<file path="src/rtl/stud_audio_fifo_if.sv">
// Handshake bundle between the PCM sample source and the modulator-side FIFO.
// Optional port underrun_cnt_o exists only when STUD_AUDIO_FIFO_UNDERRUN_CNT_EN is defined.
interface stud_audio_fifo_if #(
  parameter int AUDIO_WIDTH = 16,
  parameter int ADDR_WIDTH  = 4
);
  logic signed [AUDIO_WIDTH-1:0] wr_data_i;
  logic                          wr_valid_i;
  logic                          wr_ready_o;
  logic                          rd_strobe_i;
  logic signed [AUDIO_WIDTH-1:0] audio_o;
  logic [ADDR_WIDTH:0]           level_o;
  logic                          empty_o;
  logic                          full_o;
  logic                          low_o;
  logic                          underrun_o;
  logic                          clr_underrun_i;
`ifdef STUD_AUDIO_FIFO_UNDERRUN_CNT_EN
  logic [7:0]                    underrun_cnt_o;
`endif

  modport slave (
`ifdef STUD_AUDIO_FIFO_UNDERRUN_CNT_EN
    output underrun_cnt_o,
`endif
    input  wr_data_i, wr_valid_i, rd_strobe_i, clr_underrun_i,
    output wr_ready_o, audio_o, level_o, empty_o, full_o, low_o, underrun_o
  );

  modport master (
`ifdef STUD_AUDIO_FIFO_UNDERRUN_CNT_EN
    input  underrun_cnt_o,
`endif
    output wr_data_i, wr_valid_i, rd_strobe_i, clr_underrun_i,
    input  wr_ready_o, audio_o, level_o, empty_o, full_o, low_o, underrun_o
  );
endinterface

</file>
<file path="src/rtl/stud_audio_fifo.sv">
// Sample FIFO feeding the delta-sigma modulator: valid/ready writes, strobe-driven registered reads.
// Define STUD_AUDIO_FIFO_UNDERRUN_CNT_EN to add the saturating underrun event counter.
module stud_audio_fifo #(
  parameter int AUDIO_WIDTH = 16,
  parameter int ADDR_WIDTH  = 4,
  parameter int LOW_THRESH  = 4
) (
  input logic              clk_i,
  input logic              rst_i,
  stud_audio_fifo_if.slave bus
);
  localparam int DEPTH = 1 << ADDR_WIDTH;
  localparam logic [ADDR_WIDTH:0] LVL_FULL = (ADDR_WIDTH+1)'(DEPTH);
  localparam logic [ADDR_WIDTH:0] LVL_LOW  = (ADDR_WIDTH+1)'(LOW_THRESH);

  logic signed [AUDIO_WIDTH-1:0] r_mem [DEPTH];
  logic [ADDR_WIDTH-1:0]         r_wr_ptr;
  logic [ADDR_WIDTH-1:0]         r_rd_ptr;
  logic [ADDR_WIDTH:0]           r_level;
  logic signed [AUDIO_WIDTH-1:0] r_audio;
  logic                          r_underrun;

  logic w_empty;
  logic w_full;
  logic w_wr_en;
  logic w_rd_en;
  logic w_urun_ev;

  assign w_empty   = (r_level == '0);
  assign w_full    = (r_level == LVL_FULL);
  assign w_wr_en   = bus.wr_valid_i & ~w_full;
  assign w_rd_en   = bus.rd_strobe_i & ~w_empty;
  // A strobe on an empty FIFO is an underrun even if a write lands the same edge: no bypass.
  assign w_urun_ev = bus.rd_strobe_i & w_empty;

  assign bus.wr_ready_o = ~w_full;
  assign bus.empty_o    = w_empty;
  assign bus.full_o     = w_full;
  assign bus.low_o      = (r_level < LVL_LOW);
  assign bus.level_o    = r_level;
  assign bus.audio_o    = r_audio;
  assign bus.underrun_o = r_underrun;

  always_ff @(posedge clk_i) begin
    if (w_wr_en) r_mem[r_wr_ptr] <= bus.wr_data_i;
  end

  always_ff @(posedge clk_i or posedge rst_i) begin
    if (rst_i) begin
      r_wr_ptr   <= '0;
      r_rd_ptr   <= '0;
      r_level    <= '0;
      r_audio    <= '0;
      r_underrun <= 1'b0;
    end else begin
      if (w_wr_en) r_wr_ptr <= r_wr_ptr + 1'b1;
      if (w_rd_en) begin
        r_audio  <= r_mem[r_rd_ptr];
        r_rd_ptr <= r_rd_ptr + 1'b1;
      end
      case ({w_wr_en, w_rd_en})
        2'b10:   r_level <= r_level + 1'b1;
        2'b01:   r_level <= r_level - 1'b1;
        default: r_level <= r_level;
      endcase
      r_underrun <= w_urun_ev | (r_underrun & ~bus.clr_underrun_i);
    end
  end

`ifdef STUD_AUDIO_FIFO_UNDERRUN_CNT_EN
  // Clear restarts counting, so a coincident event leaves the count at one.
  function automatic logic [7:0] cnt_next(input logic [7:0] cnt, input logic ev, input logic clr);
    logic [7:0] base;
    base = clr ? 8'd0 : cnt;
    if (ev && base != 8'hFF) return base + 8'd1;
    return base;
  endfunction

  logic [7:0] r_urun_cnt;

  always_ff @(posedge clk_i or posedge rst_i) begin
    if (rst_i) r_urun_cnt <= '0;
    else       r_urun_cnt <= cnt_next(r_urun_cnt, w_urun_ev, bus.clr_underrun_i);
  end

  assign bus.underrun_cnt_o = r_urun_cnt;
`endif
endmodule

</file>
<file path="src/flat_wrapper.sv">
// flat-port wrapper written by rule: the top's interface ports become plain ports
module stud_audio_fifo_flat 
#(
  parameter int AUDIO_WIDTH = 16,
  parameter int ADDR_WIDTH  = 4,
  parameter int LOW_THRESH  = 4
)
  (clk_i, rst_i, bus_wr_data_i, bus_wr_valid_i, bus_rd_strobe_i, bus_clr_underrun_i, bus_wr_ready_o, bus_audio_o, bus_level_o, bus_empty_o, bus_full_o, bus_low_o, bus_underrun_o);
  stud_audio_fifo_if #(.AUDIO_WIDTH(AUDIO_WIDTH), .ADDR_WIDTH(ADDR_WIDTH)) bus_i ();
  input logic clk_i;
  input logic rst_i;
  input wire logic [$bits(bus_i.wr_data_i)-1:0] bus_wr_data_i;
  input wire logic [$bits(bus_i.wr_valid_i)-1:0] bus_wr_valid_i;
  input wire logic [$bits(bus_i.rd_strobe_i)-1:0] bus_rd_strobe_i;
  input wire logic [$bits(bus_i.clr_underrun_i)-1:0] bus_clr_underrun_i;
  output wire logic [$bits(bus_i.wr_ready_o)-1:0] bus_wr_ready_o;
  output wire logic [$bits(bus_i.audio_o)-1:0] bus_audio_o;
  output wire logic [$bits(bus_i.level_o)-1:0] bus_level_o;
  output wire logic [$bits(bus_i.empty_o)-1:0] bus_empty_o;
  output wire logic [$bits(bus_i.full_o)-1:0] bus_full_o;
  output wire logic [$bits(bus_i.low_o)-1:0] bus_low_o;
  output wire logic [$bits(bus_i.underrun_o)-1:0] bus_underrun_o;
  assign bus_i.wr_data_i = bus_wr_data_i;
  assign bus_i.wr_valid_i = bus_wr_valid_i;
  assign bus_i.rd_strobe_i = bus_rd_strobe_i;
  assign bus_i.clr_underrun_i = bus_clr_underrun_i;
  assign bus_wr_ready_o = bus_i.wr_ready_o;
  assign bus_audio_o = bus_i.audio_o;
  assign bus_level_o = bus_i.level_o;
  assign bus_empty_o = bus_i.empty_o;
  assign bus_full_o = bus_i.full_o;
  assign bus_low_o = bus_i.low_o;
  assign bus_underrun_o = bus_i.underrun_o;
  stud_audio_fifo #(.AUDIO_WIDTH(AUDIO_WIDTH), .ADDR_WIDTH(ADDR_WIDTH), .LOW_THRESH(LOW_THRESH)) u_core (.clk_i(clk_i), .rst_i(rst_i), .bus(bus_i));
endmodule
</file>
<file path="config.mk">
export PLATFORM = sky130hd
export DESIGN_NAME = stud_audio_fifo_flat
export DESIGN_NICKNAME = d
export VERILOG_FILES = /design/src/rtl/stud_audio_fifo_if.sv /design/src/rtl/stud_audio_fifo.sv /design/src/flat_wrapper.sv
export SDC_FILE = /design/constraint.sdc
export NUM_CORES = 1
export LEC_CHECK = 0
export BUFFER_PORTS_ARGS = -buffer_cell sky130_fd_sc_hd__buf_4
export CAP_MARGIN = 5
export CORE_ASPECT_RATIO = 1.5
export CORE_MARGIN = 5
export CORE_UTILIZATION = 30
export CTS_BUF_LIST = sky130_fd_sc_hd__clkbuf_4 sky130_fd_sc_hd__clkbuf_8 sky130_fd_sc_hd__clkbuf_16
export DETAILED_ROUTE_END_ITERATION = 10
export HOLD_SLACK_MARGIN = 0.03
export SKIP_LAST_GASP = 1
export SYNTH_ARGS = -nofsm -noshare
export SYNTH_HDL_FRONTEND = slang
export SYNTH_SLANG_ARGS = --single-unit
</file>
<file path="constraint.sdc">
create_clock -name clk_i -period 6.45 [get_ports clk_i]
set_clock_uncertainty 0.15 [all_clocks]
set_input_delay 0.9675 -clock clk_i [delete_from_list [all_inputs] [get_ports clk_i]]
set_output_delay 0.9675 -clock clk_i [all_outputs]
set_load 0.01 [all_outputs]
</file>
-- After elaboration in Yosys (flattened, before gate mapping)
Memory sizes are Yosys's and may differ from the RTL's. A register that Yosys moved wholly into a read port is not among the register bits.
Index checks and enable logic that the tools add are counted.
- $add $sub $neg: 4
- magnitude comparators: 1
- equality and inequality tests: 3
- multiplexer cells: 3
- bitwise gates (word level): 8
- reductions and logical operators: 2
- operators by type and width (kind ; number):
    5-bit one-hot mux with 2 select lines ; 1
    4-bit by 1-bit adder with 4-bit output (second input constant) ; 2
    5-bit by 1-bit adder with 5-bit output (second input constant) ; 1
    5-bit equality test (second input constant) ; 1
    5-bit zero test ; 1
    5-bit by 3-bit < comparator with 1-bit output (second input constant) ; 1
    5-bit by 1-bit subtractor with 5-bit output (second input constant) ; 1
    1-bit AND ; 4
    1-bit NOT ; 3
    2-bit by 1-bit equality test with 1-bit output (second input constant) ; 1
    2-bit equality test (second input constant) ; 1
    1-bit two-way mux ; 2
    2-bit nonzero test ; 1
    1-bit bitwise OR ; 1
- register bits: 14
- bits in writable memories: 256
- output and inout port bits: 26
- memories kept: 1
- memory list (name ; depth ; bits a word ; rd ports ; clocked after memory_dff ; write ports ; line ; RTL):
    u_core.r_mem ; 16 ; 16 ; 1 ; 1 ; 1 ; stud_audio_fifo.sv:16 ; logic signed [AUDIO_WIDTH-1:0] r_mem [DEPTH];

-- Depth between registers and ports, before layout
Gate-level depths: netlist (run 1).
- depth in word-level cells: 5
- depth in mapped cells: 14

-- Worst setup path before layout (run 1)
OpenSTA, ideal clock, no wires.
- path kind: input to register
- from: input bus_rd_strobe_i
- to: register u_core.r_level[4], in the netlist u_core.bus.level_o[4]
- library setup time: 0.080 ns
- data arrival time: 2.970 ns
- path slack: 3.251 ns
- cell stages on the path: 11
- cell sequence: a21boi_1 -> buf_2 -> buf_1 -> ha_1 -> clkbuf_1 -> xor2_1 -> ha_1 -> nor4_1 -> o21ai_0 -> a21oi_1 -> xnor2_1
- longest elaborated chain between the ends: 3
- elaborated cells between the ends (all ways): 5
- classes of those cells: eq/ne (2); mux (1); bitwise (1); reduce/logical (1)
- ends and longest elaborated chain (item ; line ; RTL):
    start: declaration ; flat_wrapper.sv:14 ; input wire logic [$bits(bus_i.rd_strobe_i)-1:0] bus_rd_strobe_i;
    1-bit AND * ; stud_audio_fifo.sv:32 ; assign w_rd_en = bus.rd_strobe_i & ~w_empty;
    named net u_core.w_rd_en ; stud_audio_fifo.sv:26 ; logic w_rd_en;
    2-bit by 1-bit equality test with 1-bit output or 2-bit equality test (tied branches) ; stud_audio_fifo.sv:61 ; case ({w_wr_en, w_rd_en})
    5-bit one-hot mux with 2 select lines or 2-bit nonzero test (tied branches) ; -- ;
    end signal: assignment ; stud_audio_fifo.sv:62 ; 2'b10: r_level <= r_level + 1'b1;
    end signal: assignment ; stud_audio_fifo.sv:63 ; 2'b01: r_level <= r_level - 1'b1;
    end signal: assignment ; stud_audio_fifo.sv:64 ; default: r_level <= r_level;
    end: declaration ; stud_audio_fifo.sv:19 ; logic [ADDR_WIDTH:0] r_level;
The timed path passes the listed nets; every way through them passes the cells marked *.
A chain may end at the register's enable or synchronous reset.

-- Final worst setup path (run 1)
- from: register u_core.r_level[2], in the netlist u_core.bus.level_o[2]
- to: register u_core.r_level[4], in the netlist u_core.bus.level_o[4]
- longest elaborated chain between the ends: 5
- elaborated cells between the ends (all ways): 12
- classes of those cells: add/sub (2); eq/ne (3); mux (1); bitwise (4); reduce/logical (2)
- ends and longest elaborated chain (item ; line):
    5-bit equality test or 5-bit zero test (tied branches) ; stud_audio_fifo.sv:30, stud_audio_fifo.sv:29
    1-bit NOT (on tied branches) ; stud_audio_fifo.sv:31, stud_audio_fifo.sv:32
    1-bit AND (on tied branches) ; stud_audio_fifo.sv:31, stud_audio_fifo.sv:32
    2-bit by 1-bit equality test with 1-bit output or 2-bit equality test (tied branches) ; stud_audio_fifo.sv:61
    5-bit one-hot mux with 2 select lines or 2-bit nonzero test (tied branches) ; --
Parallel ways exist; a longest one is shown, timed or not.

==> results.py, run 1 <==
metrics = {
    "pwr": {
        "leakage_nw": 4.18,
        "power.share.clock": 0.274,
        "power.density_cell_area_mw_per_mm2": 426,
        "power.share.sequential": 0.466,
        "p_int_mw": 3.90,
        "irDropWorstVdd_uv": 209,
        "total_power_mw": 5.48,
        "power.share.combinational": 0.260,
        "sw_frac_of_total": 0.288,
        "switching_power_mw": 1.58,
    },
    "synth": {
        "number_of_warnings_printed_during_yosys_synthesis": 0,
        "yosys_most_used_dff": "sky130_fd_sc_hd__edfxtp_1",
        "syn_nets": 558,
        "count_of_mapped_cells_out_of_synthesis": 529,
        "netlist.top_cell.by_area": "sky130_fd_sc_hd__edfxtp_1",
        "yosys_register_bits": 286,
        "synth_common_cells": "sky130_fd_sc_hd__edfxtp_1, sky130_fd_sc_hd__mux4_2, sky130_fd_sc_hd__dfrtp_1, sky130_fd_sc_hd__o22ai_1, sky130_fd_sc_hd__a21oi_1",
        "ys_top_cells_by_area": "sky130_fd_sc_hd__edfxtp_1, sky130_fd_sc_hd__mux4_2, sky130_fd_sc_hd__dfrtp_1",
        "async_flop_share": 0.105,
        "ys_seq_area_frac": 0.765,
        "syn-mean-instance-area_um2": 20.9,
        "synth-edff-count": 256,
        "yosys.area.top_type_share": 0.697,
        "yosysMostFrequentCell": "sky130_fd_sc_hd__edfxtp_1",
        "synth_cell_types": 31,
        "synthesis.area_mm2": 0.0110,
    },
    "clocking": {
        "maximum_level_of_the_cts_h_tree": 1,
        "tritoncts": "built",
        "cts_post_setup_buffers_inserted": 0,
        "clkLatencyLatePin_ps": 530,
        "post_cts_resized": 0,
        "post_cts_hold_buffer_count": 0,
        "tritoncts_num_sinks": 286,
        "clk_pin_slew_worst_paths_ps": 70,
        "cts_inserted_buffers": 24,
        "clock_path_buffers": 3,
        "clockRootBuffer": "sky130_fd_sc_hd__clkbuf_16",
    },
    "global_route": {
        "grt_use_met2": 0.210,
        "number_of_global_route_vias_before_repair": 5436,
        "grt_remaining_overflow": 0,
        "grt_usage": 0.114,
        "antenna_found_initial": 0,
        "grt_first_pass_wirelength_mm": 35.4,
        "grtUsageMet1": 0.138,
        "grt_util_met3": 0.0126,
        "grt_max_degree": 46,
        "grt.busiest_layer": "met2",
    },
    "sta": {
        "timing.final.crit_share": 0.489,
        "max_freq_ghz": 0.317,
        "fin_crit_period_ps": 3160,
        "finalSetupViolCount": 0,
        "maxSlewViolCount": 0,
        "setup_repair_after_global_routing_missed_its_margin": "false",
        "tns_ps": 0,
        "tightestPinTransition_ps": 1030,
        "max-slew-margin-rel": 0.313,
        "report.final.hold_viol_count": 0,
    },
    "cells_and_area": {
        "antenna_cells_inserted": 0,
        "n_fill_cell": 3428,
        "area_grow_syn2layout_pct": 16.6,
        "nets": 621,
        "multiInputGateArea_mm2": 0.00247,
        "share_of_layout_cells_above_drive_strength_1": 0.346,
        "register_area_mm2": 0.00844,
    },
    "worst_setup_path": {
        "timing.critical_path.to_type": "flop",
        "cp-startpoint": "u_core.bus.level_o[2]",
        "worst_setup_slack_for_register_to_register_paths_ps": 3290,
        "critPathKind": "reg -> reg",
        "worst_path_maximum_fanout": 9,
        "worst_r2r_path_depth": 11,
        "end_point_of_the_critical_path": "u_core.bus.level_o[4]",
        "crit_arrival_ps": 3460,
        "cp_data_required_time_ps": 6760,
        "regToRegEndpoint": "u_core.bus.level_o[4]",
        "rr_startpoint": "u_core.bus.level_o[2]",
        "worst_setup_path_start_kind": "flop",
    },
    "floorplan": {
        "std_cell_rows": 86,
        "area_of_the_die_mm2": 0.0408,
        "top_level_ports": 47,
        "die_w_um": 167,
        "core_region_area_mm2": 0.0366,
        "initial_utilization": 0.302,
        "die_h_um": 245,
    },
    "detailed_routing": {
        "remaining_drc_errors": 0,
        "post_drt_wl_per_cell_um": 21.4,
        "dr_total_vias": 5199,
        "detailedRoute.firstIterationViolations": 360,
        "dr.pass1.iters": 4,
        "via_per_inst": 4.75,
        "antenna_left": 0,
        "wl_final_mm": 23.4,
    },
    "flow_run": {
        "timing.max_cap.violations": 0,
    },
    "placement": {
        "global_placer_s_final_weighted_congestion": 0.725,
        "numPortBuffers": 46,
        "dp.final_hpwl_mm": 13.8,
    },
    "outcome": {
        "status": "finished, final reports clean",
    },
    "hold_path": {
        "worstHoldPathType": "reg -> reg",
        "holdCritStartpoint": "u_core.bus.underrun_o",
    },
}
==> metrics by stage <==
stage | std cells | utilization | instance area [µm²] | worst slack, ps | hold WS [ps]
2_1_floorplan | 529 | - | 11000 | 3250 | 376
5_1_grt | 1094 | 0.352 | 12900 | 3030 | 421
4_1_cts | 1094 | 0.352 | 12900 | 3270 | 398
3_5_place_dp | 1050 | 0.329 | 12000 | 3160 | 384
3_3_place_gp | 1050 | 0.329 | 12000 | 3160 | 382
6_report | 1094 | 0.352 | 12900 | 3290 | 394
==> critical path, cell delays in order, from the launching register on <==
cell	delay, ps
sky130_fd_sc_hd__dfrtp_1	460
sky130_fd_sc_hd__nor4_2	530
sky130_fd_sc_hd__nand2_1	160
sky130_fd_sc_hd__and2_1	300
sky130_fd_sc_hd__inv_1	130
sky130_fd_sc_hd__ha_1	310
sky130_fd_sc_hd__xor2_1	110
sky130_fd_sc_hd__ha_1	240
sky130_fd_sc_hd__nor4_1	250
sky130_fd_sc_hd__o21ai_0	120
sky130_fd_sc_hd__a21oi_1	180
sky130_fd_sc_hd__xnor2_1	130
==> final cells by class <==
cell class / instances / share of cell area
Sequential cell: 286 / 0.656
Multi-Input combinational cell: 206 / 0.192
Clock buffer: 34 / 0.0544
Tap cell: 484 / 0.0471
Timing Repair Buffer: 66 / 0.0385
Clock inverter: 10 / 0.00943
Inverter: 8 / 0.00233
==> state kept, by name (all words and copies together), names as in the netlist <==
| register | flops |
|---|---|
| u_core.bus.level_o | 5 |
| u_core.r_rd_ptr | 4 |
| u_core.r_wr_ptr | 4 |
| u_core.r_mem | 256 |
| u_core.bus.audio_o | 16 |
| u_core.bus.underrun_o | 1 |
==> placed cells by master (no fill, tap or decap), types with 2 or more instances in the layout <==
master                      count
sky130_fd_sc_hd__mux2_2        18
sky130_fd_sc_hd__a21oi_1       21
sky130_fd_sc_hd__and2_1         2
sky130_fd_sc_hd__nand2b_1       3
sky130_fd_sc_hd__nand3_1        2
sky130_fd_sc_hd__xor2_1         4
sky130_fd_sc_hd__inv_1          8
sky130_fd_sc_hd__clkinv_1       3
sky130_fd_sc_hd__xnor2_1        8
sky130_fd_sc_hd__o22ai_1       30
sky130_fd_sc_hd__o21ai_0        4
sky130_fd_sc_hd__clkbuf_4       8
sky130_fd_sc_hd__nor2_2        12
sky130_fd_sc_hd__a211o_1        2
sky130_fd_sc_hd__mux4_2        64
sky130_fd_sc_hd__ha_1           8
sky130_fd_sc_hd__nand4_1        2
sky130_fd_sc_hd__nor2_1         3
sky130_fd_sc_hd__nor3_2         4
sky130_fd_sc_hd__clkbuf_16     25
sky130_fd_sc_hd__dfrtp_1       28
sky130_fd_sc_hd__buf_4         66
sky130_fd_sc_hd__bufinv_16      3
sky130_fd_sc_hd__edfxtp_1     256
sky130_fd_sc_hd__clkinv_2       4
sky130_fd_sc_hd__nor3_1         2
sky130_fd_sc_hd__nand2_1       10
==> cell families (layout without fill, tap and decap cells) <==
| family | after synthesis | count (layout) | share of synthesized area |
|---|---|---|---|
| AOI/OAI and AO/OA | 58 | 58 | 0.0306 |
| xor gates and xnor gates | 12 | 12 | 0.00953 |
| adders and majority gates | 8 | 8 | 0.00907 |
| buffers and inverters | 37 | 118 | 0.0164 |
| DFF | 286 | 286 | 0.765 |
| muxes | 83 | 83 | 0.150 |
| and+or+nand+nor | 45 | 45 | 0.0195 |
==> power groups by stage <==
stage          Clock [mW]  Sequential [mW]  Combinational, mW
2_1_floorplan           0             2.43               1.10
3_3_place_gp            0             2.60               1.44
6_report             1.50             2.55               1.43
3_5_place_dp            0             2.61               1.46
5_1_grt              1.61             2.60               1.55
4_1_cts              1.54             2.57               1.46
==> metal layers <==
layer,share of wire,vias to the layer above
li1,-,2291
met1,0.40,2773
met2,0.55,107
met3,0.033,28
met4,0.025,0
met5,0,-
==> worst min-delay path by stage <==
stage,endpoint,slack [ps],depth (start not counted)
3_5_place_dp,u_core.bus.underrun_o,380,2
4_1_cts,u_core.bus.underrun_o,400,2
3_3_place_gp,u_core.bus.underrun_o,380,2
5_1_grt,u_core.bus.underrun_o,420,2
6_report,u_core.bus.underrun_o,390,2
2_1_floorplan,u_core.r_rd_ptr[2],380,1
Power figures use the tool's default switching activity.
==> run 2: changes to the inputs <==
Settings changed: ABC_AREA set to 1.
Clock period 6.45 ns to 2.7 ns, I/O delays scaled along.
==> run 2 against run 1 <==
Against the previous run:
- global-route usage rose by 1.4 points
- clock power rose by 150%
- synthesized cell count rose by 130%
- via count rose by 57%
- clock-buffer cell count fell by 2
- sequential cell count did not move
- non-clock buffer count rose by 23
- maximum frequency rose by 33%
- register-to-register slack got worse by 3000 ps
- power rose to 2.7 times the previous value
==> results.py, run 2 <==
metrics = {
    "pwr": {
        "p_int_mw": 9.26,
        "switching_power_mw": 5.41,
        "power.share.clock": 0.253,
        "power.density_cell_area_mw_per_mm2": 1010,
        "total_power_mw": 14.7,
        "power.share.sequential": 0.392,
        "power.share.combinational": 0.356,
        "sw_frac_of_total": 0.369,
        "leakage_nw": 6.30,
        "irDropWorstVdd_uv": 469,
    },
    "sta": {
        "max-slew-margin-rel": 0.437,
        "max_freq_ghz": 0.421,
        "tns_ps": 0,
        "timing.final.ws_setup_ps": 326,
        "report.final.hold_viol_count": 0,
        "tightestPinTransition_ps": 845,
        "finalSetupViolCount": 0,
        "maxSlewViolCount": 0,
        "fin_crit_period_ps": 2370,
        "setup_repair_after_global_routing_missed_its_margin": "false",
        "timing.final.crit_share": 0.879,
    },
    "synth": {
        "netlist.top_cell.by_area": "sky130_fd_sc_hd__edfxtp_1",
        "yosys.area.top_type_share": 0.619,
        "ys_top_cells_by_area": "sky130_fd_sc_hd__edfxtp_1, sky130_fd_sc_hd__nand2_1, sky130_fd_sc_hd__nand3_1",
        "async_flop_share": 0.105,
        "count_of_mapped_cells_out_of_synthesis": 1217,
        "yosysMostFrequentCell": "sky130_fd_sc_hd__nand2_1",
        "synth-edff-count": 256,
        "yosys_register_bits": 286,
        "yosys_most_used_dff": "sky130_fd_sc_hd__edfxtp_1",
        "synthesis.area_mm2": 0.0124,
        "syn-mean-instance-area_um2": 10.2,
        "synth_cell_types": 24,
        "ys_seq_area_frac": 0.679,
        "number_of_warnings_printed_during_yosys_synthesis": 0,
        "synth_common_cells": "sky130_fd_sc_hd__nand2_1, sky130_fd_sc_hd__edfxtp_1, sky130_fd_sc_hd__inv_1",
        "syn_nets": 1246,
    },
    "floorplan": {
        "top_level_ports": 47,
        "std_cell_rows": 91,
        "die_h_um": 259,
        "area_of_the_die_mm2": 0.0457,
        "die_w_um": 176,
        "initial_utilization": 0.302,
        "core_region_area_mm2": 0.0411,
    },
    "global_route": {
        "grt_first_pass_wirelength_mm": 45.5,
        "grt_usage": 0.128,
        "antenna_found_initial": 1,
        "grt_max_degree": 131,
        "number_of_global_route_vias_before_repair": 7825,
        "grt_remaining_overflow": 0,
    },
    "detailed_routing": {
        "m1WireLength_mm": 11.9,
        "dr_total_vias": 8147,
        "wl_final_mm": 30.0,
        "via_per_inst": 4.39,
        "detailedRoute.firstIterationViolations": 474,
        "post_drt_wl_per_cell_um": 16.2,
        "wl_met2_mm": 15.7,
        "remaining_drc_errors": 0,
        "antenna_left": 0,
        "highest_layer": "met4",
        "dr.pass1.iters": 5,
        "routed-wl-met3_mm": 1.53,
    },
    "placement": {
        "numPortBuffers": 46,
        "dp.final_hpwl_mm": 18.7,
        "global_placer_s_final_weighted_congestion": 0.800,
        "postPlaceCellArea_mm2": 0.0136,
        "post-place-ws_ps": 329,
    },
    "outcome": {
        "status": "finished, final reports clean",
    },
    "worst_setup_path": {
        "crit_chain": "nor2_2 > inv_1 > nor2_2 > nand2_2 > nand2_4 > inv_2 > ha_1 > nor2_1 > nor2_1 > ha_1 > a21o_1 > nand3_1 > nand2_1 > nand2_1 > nand2_1 > nand2_1 > nand2_1",
        "critPathKind": "reg -> reg",
        "worst_setup_path_start_kind": "flop",
        "timing.critical_path.to_type": "flop",
        "critical_path.most_common_cell": "sky130_fd_sc_hd__nand2_1",
        "cp_data_required_time_ps": 2980,
        "worst_path_maximum_fanout": 6,
        "delay_of_the_slowest_cell_on_the_worst_path_ps": 430,
        "crit_arrival_ps": 2660,
        "critical_path.slowest_cell": "sky130_fd_sc_hd__dfrtp_1",
    },
    "clocking": {
        "tritoncts_num_sinks": 286,
        "clockRootBuffer": "sky130_fd_sc_hd__clkbuf_16",
        "cts_inserted_buffers": 26,
        "tritoncts": "built",
        "maximum_level_of_the_cts_h_tree": 1,
        "clk_pin_slew_worst_paths_ps": 70,
        "post_cts_resized": 0,
        "clkLatencyLatePin_ps": 530,
        "clock_path_buffers": 3,
    },
    "cells_and_area": {
        "nets": 1307,
        "largest_register_ffs": 256,
        "layout.cells.most_common": "sky130_fd_sc_hd__nand2_1",
        "design_area_mm2": 0.0145,
        "mostFrequentLayoutCells": "sky130_fd_sc_hd__nand2_1, sky130_fd_sc_hd__edfxtp_1, sky130_fd_sc_hd__inv_1",
        "top_register": "u_core.r_mem",
        "area_grow_syn2layout_pct": 16.6,
        "share_of_layout_cells_above_drive_strength_1": 0.117,
    },
    "flow_run": {
        "timing.max_cap.violations": 0,
    },
    "hold_path": {
        "worstHoldPathType": "in -> reg",
    },
}
[run 2: layout make-up]
cell class / instances / area, µm²
fill: 4033 / 26600
multi-input combinational: 663 / 2940
antenna: 1 / 2.50
clock inverter: 13 / 140
sequential: 286 / 8440
inverter: 212 / 797
tap: 558 / 698
clock buffer: 32 / 713
timing repair buffer: 89 / 756
[run 2: kinds of logic after synthesis]
group           count (synthesis)  synth area share
simple gates                  636             0.214
flops                         286             0.679
buf+inv                       268            0.0873
xor+xnor                       10           0.00766
compound gates                  9           0.00403
fa+ha+maj                       8           0.00806
[run 2: routing by layer]
| layer | global-route usage | up-vias |
|---|---|---|
| met5 | 0 | - |
| met4 | 0.0444 | 0 |
| met3 | 0.0216 | 40 |
| met2 | 0.237 | 188 |
| met1 | 0.149 | 3915 |
| li1 | - | 4004 |
[run 2: worst max-delay path, delay by kind of cell (launching register included)]
kind	cells	cell delay, ps
AND/OR/NAND/NOR	12	930
adder cells (fa/ha/maj)	2	460
flip-flops	1	430
AO/OA/AOI/OAI	1	180
buffers and inverters	2	100
[run 2: stage by stage]
stage,cells,hold WS [ps],util
after floorplan,1217,346,-
after global placement,1803,321,0.330
after detailed placement,1803,320,0.330
after CTS,1853,43.6,0.352
after global routing,1853,52.5,0.352
final,1854,60.0,0.353
[run 2: power groups by stage]
| stage | clock [mW] | combinational [mW] | sequential, mW |
|---|---|---|---|
| final | 3.71 | 5.22 | 5.75 |
| after global routing | 3.99 | 5.80 | 5.80 |
| after CTS | 3.80 | 5.31 | 5.75 |
| after detailed placement | 0 | 5.26 | 5.84 |
| after global placement | 0 | 5.22 | 5.82 |
| after floorplan | 0 | 3.30 | 5.83 |
[run 2: final timing paths]
check,startpoint,endpoint,slack (ps),cells past startpoint
worst max-delay path,u_core.bus.level_o[2],u_core.bus.level_o[4],330,17
worst min-delay path,bus_wr_data_i[7],u_core.r_mem[14][7],60,1
worst max register to register,u_core.bus.level_o[2],u_core.bus.level_o[4],330,17
worst min register to register,u_core.bus.audio_o[5],u_core.bus.audio_o[5],340,2
max in group asynchronous,rst_i,u_core.r_rd_ptr[0],1710,4
min in group asynchronous,rst_i,u_core.bus.audio_o[12],360,4
[run 2: repair_timing]
action                    in CTS  in global routing
hold endpoints to repair      42                  0
hold buffers                   5                  0
buffers inserted               0                  0
==> run 3: changes to the inputs <==
Settings changed: ABC_AREA 1 to not set, PLACE_DENSITY set to 0.47.
==> run 3 against run 2 <==
Against the previous run:
- sequential power rose by 2%
- cell area fell by 8.1%
- clock-buffer cell count fell by 1
- sequential share of layout area rose by 5.1 points
- die area fell by 11%
- sequential cell count did not move
- non-clock buffer count rose by 14
- maximum frequency fell by 2.6%
- critical path type unchanged
- largest cell class unchanged
==> results.py, run 3 (synthesis gave the netlist of run 1 again) <==
metrics = {
    "worst_setup_path": {
        "worst_r2r_path_depth": 11,
        "timing.critical_path.to_type": "flop",
        "worst_setup_path_start_kind": "flop",
        "cp_data_required_time_ps": 2990,
        "worst_path_maximum_fanout": 6,
        "critPathKind": "reg -> reg",
        "crit_arrival_ps": 2730,
    },
    "floorplan": {
        "area_of_the_die_mm2": 0.0408,
        "die_h_um": 245,
        "initial_utilization": 0.302,
        "die_w_um": 167,
        "core_region_area_mm2": 0.0366,
        "top_level_ports": 47,
        "std_cell_rows": 86,
    },
    "global_route": {
        "grt_usage": 0.128,
        "antenna_found_initial": 0,
        "grt_remaining_overflow": 0,
        "number_of_global_route_vias_before_repair": 5828,
        "grt_first_pass_wirelength_mm": 39.3,
        "grt_max_degree": 38,
    },
    "detailed_routing": {
        "remaining_drc_errors": 0,
        "dr_total_vias": 5418,
        "m1WireLength_mm": 10.3,
        "routed-wl-met3_mm": 1.22,
        "highest_layer": "met4",
        "wl_met2_mm": 14.1,
        "dr.pass1.iters": 5,
        "wl_final_mm": 26.1,
        "via_per_inst": 4.77,
        "post_drt_wl_per_cell_um": 23.0,
        "detailedRoute.firstIterationViolations": 344,
        "antenna_left": 0,
    },
    "sta": {
        "tightestPinTransition_ps": 921,
        "timing.final.ws_setup_ps": 262,
        "max_freq_ghz": 0.410,
        "max-slew-margin-rel": 0.385,
        "timing.final.crit_share": 0.903,
        "setup_repair_after_global_routing_missed_its_margin": "false",
        "report.final.hold_viol_count": 0,
        "finalSetupViolCount": 0,
        "final.hold.worst_slack_ps": 53.8,
        "fin_crit_period_ps": 2440,
        "maxSlewViolCount": 0,
    },
    "clocking": {
        "tritoncts": "built",
        "tritoncts_num_sinks": 286,
        "maximum_level_of_the_cts_h_tree": 1,
        "clockRootBuffer": "sky130_fd_sc_hd__clkbuf_16",
        "cts_inserted_buffers": 27,
        "clock_path_buffers": 3,
        "cts_post_setup_buffers_inserted": 0,
        "clkLatencyLatePin_ps": 550,
        "clk_pin_slew_worst_paths_ps": 70,
    },
    "hold_path": {
        "worstHoldPathCells": 1,
        "worstHoldPathType": "in -> reg",
    },
    "cells_and_area": {
        "n_fill_cell": 3381,
        "area_grow_syn2layout_pct": 20.8,
        "mostFrequentLayoutCells": "sky130_fd_sc_hd__edfxtp_1, sky130_fd_sc_hd__buf_4, sky130_fd_sc_hd__mux4_2",
        "antenna_cells_inserted": 0,
        "share_of_layout_cells_above_drive_strength_1": 0.371,
        "layout.cells.most_common": "sky130_fd_sc_hd__edfxtp_1",
        "multiInputGateArea_mm2": 0.00248,
        "top_register": "u_core.r_mem",
        "nets": 661,
        "design_area_mm2": 0.0133,
        "largest_register_ffs": 256,
        "register_area_mm2": 0.00844,
    },
    "placement": {
        "global_placer_s_final_weighted_congestion": 0.754,
        "postPlaceCellArea_mm2": 0.0123,
        "dp.final_hpwl_mm": 17.0,
        "numPortBuffers": 46,
        "post-place-ws_ps": 109,
    },
    "pwr": {
        "irDropWorstVdd_uv": 420,
        "leakage_nw": 4.41,
        "power.density_cell_area_mw_per_mm2": 1030,
    },
    "flow_run": {
        "timing.max_cap.violations": 0,
    },
    "outcome": {
        "status": "finished, final reports clean",
    },
}
## run 3: cell count changes in the layout (fill, tap and decap cells not counted), sizes merged, moves of 18 or more
cell / before / now
o22ai: 0 / 30
a21oi: 2 / 21
inv: 211 / 10
mux2: 0 / 18
nand2: 411 / 11
nand3: 198 / 2
mux4: 0 / 64
## run 3: layout make-up
class	instances	share of cell area
Timing Repair Buffer	103	0.0661
Tap cell	484	0.0455
Sequential cell	286	0.634
Clock inverter	18	0.0130
Multi-Input combinational cell	206	0.187
Inverter	8	0.00225
Clock buffer	31	0.0530
## run 3: metrics by stage
stage	power, mW	instances	util	TNS [ps]
after floorplan	8.48	529	-	-114
after global placement	10.1	1074	0.337	0
after detailed placement	10.1	1074	0.337	0
after CTS	13.9	1136	0.364	0
after global routing	14.4	1136	0.364	0
final	13.7	1136	0.364	0
## run 3: path summary, 6_finish.rpt
path	start	endpoint	slack (ps)
setup / recovery	u_core.bus.level_o[3]	u_core.bus.level_o[4]	260
hold / removal	bus_wr_data_i[4]	u_core.r_mem[8][4]	50
setup reg to reg	u_core.bus.level_o[3]	u_core.bus.level_o[4]	260
hold reg to reg	u_core.bus.audio_o[1]	u_core.bus.audio_o[1]	410
max in group asynchronous	rst_i	u_core.bus.audio_o[13]	1380
min in group asynchronous	rst_i	u_core.bus.audio_o[5]	400
## run 3: repair_timing
item,4_1_cts,5_1_grt
hold buffers,13,0
hold endpoints to repair,111,0
resized for setup,0,2
endpoints found under the setup margin,0,7
## run 3: metal layers
layer | up-vias | GRT usage
met3 | 28 | 0.0168
li1 | 2374 | -
met4 | 0 | 0.0371
met1 | 2863 | 0.160
met5 | - | 0
met2 | 153 | 0.232
## run 3: power by group
part / leakage (nW) / total [mW] / switching, mW / internal (mW)
clock network: 0.445 / 3.76 / 1.59 / 2.17
logic: 1.31 / 4.07 / 2.04 / 2.04
registers: 2.65 / 5.87 / 0.413 / 5.45
total: 4.41 / 13.7 / 4.04 / 9.66
## run 3: worst max-delay path, stage by stage, from the launching register on
cell	delay (ps)
sky130_fd_sc_hd__dfrtp_1	410
sky130_fd_sc_hd__nor4_4	310
sky130_fd_sc_hd__nand2_1	110
sky130_fd_sc_hd__and2_4	200
sky130_fd_sc_hd__inv_1	80
sky130_fd_sc_hd__ha_1	180
sky130_fd_sc_hd__xor2_1	80
sky130_fd_sc_hd__ha_1	220
sky130_fd_sc_hd__a211o_1	300
sky130_fd_sc_hd__nand3_1	80
sky130_fd_sc_hd__a21oi_1	80
sky130_fd_sc_hd__xnor2_1	130
